**config.mk**
```make
export PLATFORM = sky130hd
export DESIGN_NAME = line_beat_serializer
export DESIGN_NICKNAME = d
export VERILOG_FILES = /design/src/rtl/line_beat_serializer_pkg.sv /design/src/rtl/flopenr.sv /design/src/rtl/flopr.sv /design/src/rtl/line_beat_serializer.sv
export SDC_FILE = /design/constraint.sdc
export NUM_CORES = 1
export LEC_CHECK = 0
export BUFFER_PORTS_ARGS = -buffer_cell sky130_fd_sc_hd__buf_2
export CORE_AREA = 2 2 229 231
export CTS_CLUSTER_DIAMETER = 150
export CTS_CLUSTER_SIZE = 40
export DETAILED_ROUTE_END_ITERATION = 16
export DIE_AREA = 0 0 231 233
export GPL_TIMING_DRIVEN = 0
export PLACE_DENSITY = 0.72
export SYNTH_ARGS = -nofsm -noshare
export SYNTH_HDL_FRONTEND = slang
export SYNTH_SLANG_ARGS = --single-unit
export TNS_END_PERCENT = 50
```
**constraint.sdc**
```tcl
create_clock -name clk -period 16.34 [get_ports clk]
set_input_delay 0.817 -clock clk [delete_from_list [all_inputs] [get_ports clk]]
set_output_delay 0.817 -clock clk [all_outputs]
set_load 0.1 [all_outputs]
```
**src/rtl/line_beat_serializer_pkg.sv**
```systemverilog
// Local types for the line-to-beat serializer.
package line_beat_serializer_pkg;

  typedef enum logic [1:0] {
    StIdle = 2'd0,
    StSend = 2'd1
  } lbs_state_e;

endpackage

```
**src/rtl/flopenr.sv**
```systemverilog
// Enabled register with synchronous active-high reset (reset wins over enable).
module flopenr #(
  parameter int unsigned WIDTH = 8
) (
  input  logic             clk,
  input  logic             reset,
  input  logic             en,
  input  logic [WIDTH-1:0] d,
  output logic [WIDTH-1:0] q
);

  always_ff @(posedge clk) begin
    if (reset)   q <= '0;
    else if (en) q <= d;
  end

endmodule

```
**src/rtl/flopr.sv**
```systemverilog
// Resettable register, synchronous active-high reset.
module flopr #(
  parameter int unsigned WIDTH = 8
) (
  input  logic             clk,
  input  logic             reset,
  input  logic [WIDTH-1:0] d,
  output logic [WIDTH-1:0] q
);

  always_ff @(posedge clk) begin
    if (reset) q <= '0;
    else       q <= d;
  end

endmodule

```
**src/rtl/line_beat_serializer.sv**
```systemverilog
// Captures a full cache line and streams it out as BEATS beats, lowest beat first,
// over a valid/ready handshake with back-to-back line acceptance on the last beat.
module line_beat_serializer
  import line_beat_serializer_pkg::*;
#(
  parameter int unsigned  LINELEN = 512,
  parameter int unsigned  BEATLEN = 64,
  localparam int unsigned BEATS   = LINELEN / BEATLEN,
  localparam int unsigned CNTW    = $clog2(BEATS)
) (
  input  logic               clk,
  input  logic               reset,
  input  logic               Flush,
  input  logic               LineValid,
  output logic               LineReady,
  input  logic [LINELEN-1:0] Line,
  output logic               BeatValid,
  input  logic               BeatReady,
  output logic [BEATLEN-1:0] Beat,
  output logic [CNTW-1:0]    BeatIdx,
  output logic               BeatLast
);

  localparam int unsigned IW = $clog2(LINELEN);

  lbs_state_e         state, state_next;
  logic [1:0]         state_raw;
  logic [LINELEN-1:0] line_q;
  logic               line_en;
  logic               idx_en;
  logic [CNTW-1:0]    idx_d;
  logic [IW-1:0]      beat_base;

  flopr #(.WIDTH(2)) state_reg (
    .clk   (clk),
    .reset (reset),
    .d     (state_next),
    .q     (state_raw)
  );

  assign state = lbs_state_e'(state_raw);

  // Line capture register is deliberately not reset; Beat is gated by BeatValid instead.
  flopenr #(.WIDTH(LINELEN)) line_reg (
    .clk   (clk),
    .reset (1'b0),
    .en    (line_en),
    .d     (Line),
    .q     (line_q)
  );

  flopenr #(.WIDTH(CNTW)) idx_reg (
    .clk   (clk),
    .reset (reset),
    .en    (idx_en),
    .d     (idx_d),
    .q     (BeatIdx)
  );

  always_comb begin
    BeatValid = (state == StSend) & ~reset;
    BeatLast  = BeatValid & (BeatIdx == CNTW'(BEATS - 1));
    // Combinational BeatReady -> LineReady path enables bubble-free back-to-back lines.
    LineReady = ~reset & ~Flush & ((state == StIdle) | (BeatLast & BeatReady));
    line_en   = LineValid & LineReady;

    // Increment wraps to 0 after the last beat since BEATS is a power of two.
    idx_en = Flush | line_en | (BeatValid & BeatReady);
    idx_d  = (Flush | (state == StIdle)) ? '0 : BeatIdx + CNTW'(1);

    beat_base = IW'(BeatIdx) * IW'(BEATLEN);
    Beat      = BeatValid ? line_q[beat_base +: BEATLEN] : '0;
  end

  always_comb begin
    state_next = state;
    if (Flush) begin
      state_next = StIdle;
    end else begin
      case (state)
        StIdle:  if (LineValid) state_next = StSend;
        StSend:  if (BeatLast & BeatReady) state_next = LineValid ? StSend : StIdle;
        default: state_next = StIdle;
      endcase
    end
  end

endmodule
```
==> impl_metrics.ini, run 1 <==
[run_status]
status = completed

[finish]
fill_cells = 4397
drive_above_1_share = 0.398
ff_latch_area_um2 = 15500
nNetsFinal = 2173
areaGrowthSynthToFinish_pct = 22.7
post-route-util = 0.474
multi_input_area_um2 = 3930

[pwr]
internal_power_mw = 1.77
vdd_drop_max_mv = 0.0846
swShare = 0.204
cellPowerDensity_nw_per_um2 = 91.7
clkPwrFrac = 0.260
pwr-share-comb = 0.060
power_frac_seq = 0.679
power_leakage_nw = 8.68
p_sw_uw = 452

[logic_synthesis]
avgSynthCellArea_um2 = 18.9
synthTopCellsByArea = edfxtp_1, mux2i_1, o22ai_1
syn_nets = 1563
synthMuxAreaShare = 0.130
synth_cell_type_count = 23
synthAdderAreaFrac = 0.00127
synth_top_area_frac = 0.780
ys_ff_latch = 516
synth-compound-area-share = 0.0421
synthSimpleGateAreaFrac = 0.0253
synth_top_area_cell = edfxtp_1
ys_warn_count = 0
synthXorXnorAreaFrac = 0
synth-seq-area-share = 0.784
synth_top_family_by_area = multiplexers
postSynthCellCount = 1044
synth_area_um2 = 19700

[worst_setup_path]
worstPathCellList = buf_2 -> buf_2 -> buf_2 -> mux2i_1 -> o22ai_1 -> or2_1 -> buf_2
path_buf_inv = 4
crit_path_max_fanout = 10
cp-start-kind = flop
crit_family = buffers and inverters
crit_arrival_ns = 3.14
slowest_stage = mux2i_1
cpMostUsedCell = buf_2
cp.required_ns = 15.52
worstSetupPathType = reg -> out
endpoint_kind = output pin
cpPeakStageDelay_ns = 0.50

[floorplan]
initial_core_util = 0.386
die_width_um = 231
coreArea_um2 = 51100
pin_count = 587
num_rows = 83
die_y_um = 233
die-area_um2 = 53800

[sta]
rsz0062_at_grt = no
setup_viol = 0
hold_viol = 0
setup_slack_ns = 12.38
period_share = 0.242
fin_crit_ns = 3.96
slew_headroom = 0.298
max_freq_ghz = 0.253
finalMaxSlewViolations = 0
clock_skew_ns = 0.0209
tightestPinTransition_ns = 1.05

[clocking]
htree_levels = 1
cts_buffer_depth = 3
cts_sinks = 516
cts_tree = built
cts-resized-gates = 0
cts_made_buffers = 16
cts.root.buffer_cell = clkbuf_16
clock_latency_ns = 0.57
cts.hold.buffers_added = 0
cts_setup_buffers = 0
cts.clk_slew.worst_paths_ns = 0.16

[route]
drt-wirelength-per-cell_um = 22.5
vias = 11842
drc = 0
viasPerCell = 5.03
first_pass_iters = 5
drt-total-wl_mm = 52.9
drtIter0Drc = 889
ant_nets = 0

[global_route]
grt_pass1_wl_mm = 74.6
grt_pass1_vias = 12246
grt_max_degree = 78
antenna_found_initial = 16
track_usage = 0.187
grt_overflow = 0

[place]
io_buffer_count = 585
dpl_worst_slack_ns = 12.60
place_hpwl_mm = 39.7
place.gp.congestion = 0.883

[worst_hold_path]
min_path_type = in -> reg

[job]
maxCapViolCount = 0
==> worst paths after layout <==
check	endpoint	slack, ns	from	cells past startpoint
setup reg to reg	line_reg.q[40]	12.68	idx_reg.q[0]	8
hold reg to reg	idx_reg.q[0]	0.67	idx_reg.q[0]	2
hold / removal	line_reg.q[439]	0.40	Line[439]	1
setup / recovery	Beat[52]	12.38	idx_reg.q[1]	7
==> synthesized netlist by cell type <==
cell and count:
dfxtp_1 4, buf_1 2, buf_4 2, ha_1 2, a21oi_1 1, o22ai_1 128, buf_6 8, nor3_1 5
or4b_1 1, edfxtp_1 512, a21boi_0 1, or2_1 60, and2b_1 1, a32oi_1 2, and3b_1 1, nand4bb_1 2
and2_1 2, or2_2 4, nand4b_1 1, buf_2 36, nor2_1 1, mux2i_1 257, clkbuf_1 11
==> per-layer routing <==
layer,GRT usage,up-vias,share of wire
li1,-,5380,-
met1,0.232,5849,0.39
met2,0.330,533,0.51
met3,0.0346,76,0.074
met4,0.0623,4,0.025
met5,0,-,0.00059
==> per-stage QoR <==
stage / power (mW) / instances / setup TNS [ns] / instance area (um^2) / hold WS (ns)
finish: 2.22 / 2353 / 0 / 24200 / 0.402
global route: 2.29 / 2352 / 0 / 24200 / 0.376
CTS: 2.23 / 2339 / 0 / 24200 / 0.385
detailed placement: 1.67 / 2316 / 0 / 23700 / 0.637
global placement: 1.69 / 2309 / -581.39 / 23500 / 0.583
floorplan: 1.61 / 1044 / 0 / 19700 / 0.659
==> cells in the final DEF (no fill, tap or decap), drive strengths merged <==
cell,count
a21boi,1
a21oi,1
a32oi,2
and2,2
and2b,1
and3b,1
buf,640
bufinv,1
clkbuf,33
dfxtp,4
diode,14
edfxtp,512
ha,2
mux2i,257
nand4b,1
nand4bb,2
nor2,1
nor3,5
o22ai,128
or2,64
or4b,1
==> registers in the layout, summed over array words and instances, names as in the netlist <==
signal and cells:
idx_reg.q 3, line_reg.q 512, state_reg.q 1
==> logic make-up after synthesis <==
kind of cell,Yosys count
AO/OA/AOI/OAI,132
adder cells (fa/ha/maj),2
buffers and inverters,59
flip-flops,516
multiplexers,257
AND/OR/NAND/NOR,78
==> cell type report <==
cell class,count,share of cell area
Clock buffer,22,0.0184
Tap cell,680,0.0352
Timing Repair Buffer,592,0.129
Buffer,59,0.0138
Multi-Input combinational cell,469,0.162
Sequential cell,516,0.639
Antenna cell,14,0.00145
Clock inverter,1,0.00124
==> power groups by stage <==
stage	clock network [mW]	logic, mW	registers, mW
6_report	0.578	0.134	1.51
5_1_grt	0.633	0.144	1.51
4_1_cts	0.593	0.135	1.51
3_5_place_dp	0	0.134	1.54
3_3_place_gp	0	0.124	1.57
2_1_floorplan	0	0.0528	1.56
Note: power is estimated with default switching activity, not from simulation.
==> run 2, diff against run 1 <==
==> constraint.sdc (replaced) <==
create_clock -name clk -period 4 [get_ports clk]
set_input_delay 0.2 -clock clk [delete_from_list [all_inputs] [get_ports clk]]
set_output_delay 0.2 -clock clk [all_outputs]
set_load 0.1 [all_outputs]
==> run 2 against run 1 <==
The run now fails in 4_1_cts. Area after synthesis did not move. Synthesized cell count unchanged.
==> impl_metrics.ini, run 2 <==
[logic_synthesis]
synth_top_area_cell = edfxtp_1
synth-async-reset-ratio = 0
synth_common_cells = edfxtp_1, mux2i_1, o22ai_1
ys_warn_count = 0
ys.flop_type = edfxtp_1
synthTopCellsByArea = edfxtp_1, mux2i_1, o22ai_1
synth_edf_count = 512
synth_area_um2 = 19700
synth_cell_type_count = 23
ys_ff_latch = 516
synth_top_area_frac = 0.780
syn_nets = 1563
synth-seq-area-share = 0.784
synth_most_common_cell = edfxtp_1
postSynthCellCount = 1044
avgSynthCellArea_um2 = 18.9

[clocking]
cts_buffer_depth = 3
cts_sinks = 516
cts.hold.buffers_added = 469
cts_setup_buffers = 0
cts_made_buffers = 16
htree_levels = 1
cts.root.buffer_cell = clkbuf_16
cts-resized-gates = 0

[floorplan]
pin_count = 587
die_width_um = 231
initial_core_util = 0.386
num_rows = 83
die_y_um = 233

[place]
dp.cells = 2316
io_buffer_count = 585
placed_area_um2 = 23700
place.gp.congestion = 0.900
place_hpwl_mm = 39.9

[run_status]
lastStage = 4_1_cts
status = stopped before the end
stop_error = [ERROR RSZ-0060] Max buffer count reached.
[run 2: cell counts after synthesis]
Identical to the previous run, type by type.
[run 2: logic make-up after synthesis]
| group | after synthesis | share of synthesized area |
|---|---|---|
| flip-flops | 516 | 0.784 |
| adder cells (fa/ha/maj) | 2 | 0.00127 |
| multiplexers | 257 | 0.130 |
| AND/OR/NAND/NOR | 78 | 0.0253 |
| buffers and inverters | 59 | 0.0169 |
| AO/OA/AOI/OAI | 132 | 0.0421 |
[run 2: metrics by stage]
stage / util / setup WS [ns]
3_5_place_dp: 0.465 / 0.866
3_3_place_gp: 0.461 / -2.16
2_1_floorplan: - / -1.91
==> run 3, diff against run 2 <==
--- a/config.mk
+++ b/config.mk
@@ -6,13 +6,11 @@
 export NUM_CORES = 1
 export LEC_CHECK = 0
 export BUFFER_PORTS_ARGS = -buffer_cell sky130_fd_sc_hd__buf_2
-export CORE_AREA = 2 2 229 231
-export CTS_CLUSTER_DIAMETER = 150
-export CTS_CLUSTER_SIZE = 40
+export CORE_AREA = 2 2 226 228
 export DETAILED_ROUTE_END_ITERATION = 16
-export DIE_AREA = 0 0 231 233
+export DIE_AREA = 0 0 228 230
 export GPL_TIMING_DRIVEN = 0
-export PLACE_DENSITY = 0.72
+export PLACE_DENSITY_LB_ADDON = 0.15
 export SYNTH_ARGS = -nofsm -noshare
 export SYNTH_HDL_FRONTEND = slang
 export SYNTH_SLANG_ARGS = --single-unit
==> run 3 against run 2 <==
The run again fails in 4_1_cts. Synthesized cell count unchanged. Area after synthesis unchanged.
==> impl_metrics.ini, run 3 <==
[run_status]
lastStage = 4_1_cts
stop_error = [ERROR RSZ-0060] Max buffer count reached.
status = stopped before the end

[logic_synthesis]
synthTopCellsByArea = edfxtp_1, mux2i_1, o22ai_1
synth_area_um2 = 19700
synth_cell_type_count = 23
ys_warn_count = 0
synth_top_area_frac = 0.780
synth-async-reset-ratio = 0
synth-seq-area-share = 0.784
avgSynthCellArea_um2 = 18.9
syn_nets = 1563
ys.flop_type = edfxtp_1
synth_edf_count = 512
ys_ff_latch = 516
synth_most_common_cell = edfxtp_1
postSynthCellCount = 1044
synth_common_cells = edfxtp_1, mux2i_1, o22ai_1
synth_top_area_cell = edfxtp_1

[place]
place.gp.congestion = 0.841
io_buffer_count = 585
place_hpwl_mm = 40.7
dp.cells = 2309

[clocking]
cts.hold.buffers_added = 483
cts_setup_buffers = 0
cts_buffer_depth = 3
htree_levels = 2
cts-resized-gates = 0
cts_made_buffers = 56
cts_sinks = 516
cts.root.buffer_cell = clkbuf_16

[floorplan]
die_y_um = 230
die_width_um = 228
num_rows = 82
pin_count = 587
initial_core_util = 0.395
[run 3: cell families after synthesis]
kind of cell | Yosys count | synth area share
flops | 516 | 0.784
compound gates | 132 | 0.0421
simple gates | 78 | 0.0253
buf+inv | 59 | 0.0169
fa+ha+maj | 2 | 0.00127
mux | 257 | 0.130
[run 3: stage by stage]
stage | util | TNS (ns) | instance area (um^2) | setup WS, ns | hold WS (ns)
after floorplan | - | -979.56 | 19800 | -1.91 | 0.269
after global placement | 0.472 | -1151.04 | 23500 | -2.30 | 0.376
after detailed placement | 0.476 | 0 | 23800 | 0.917 | 0.378
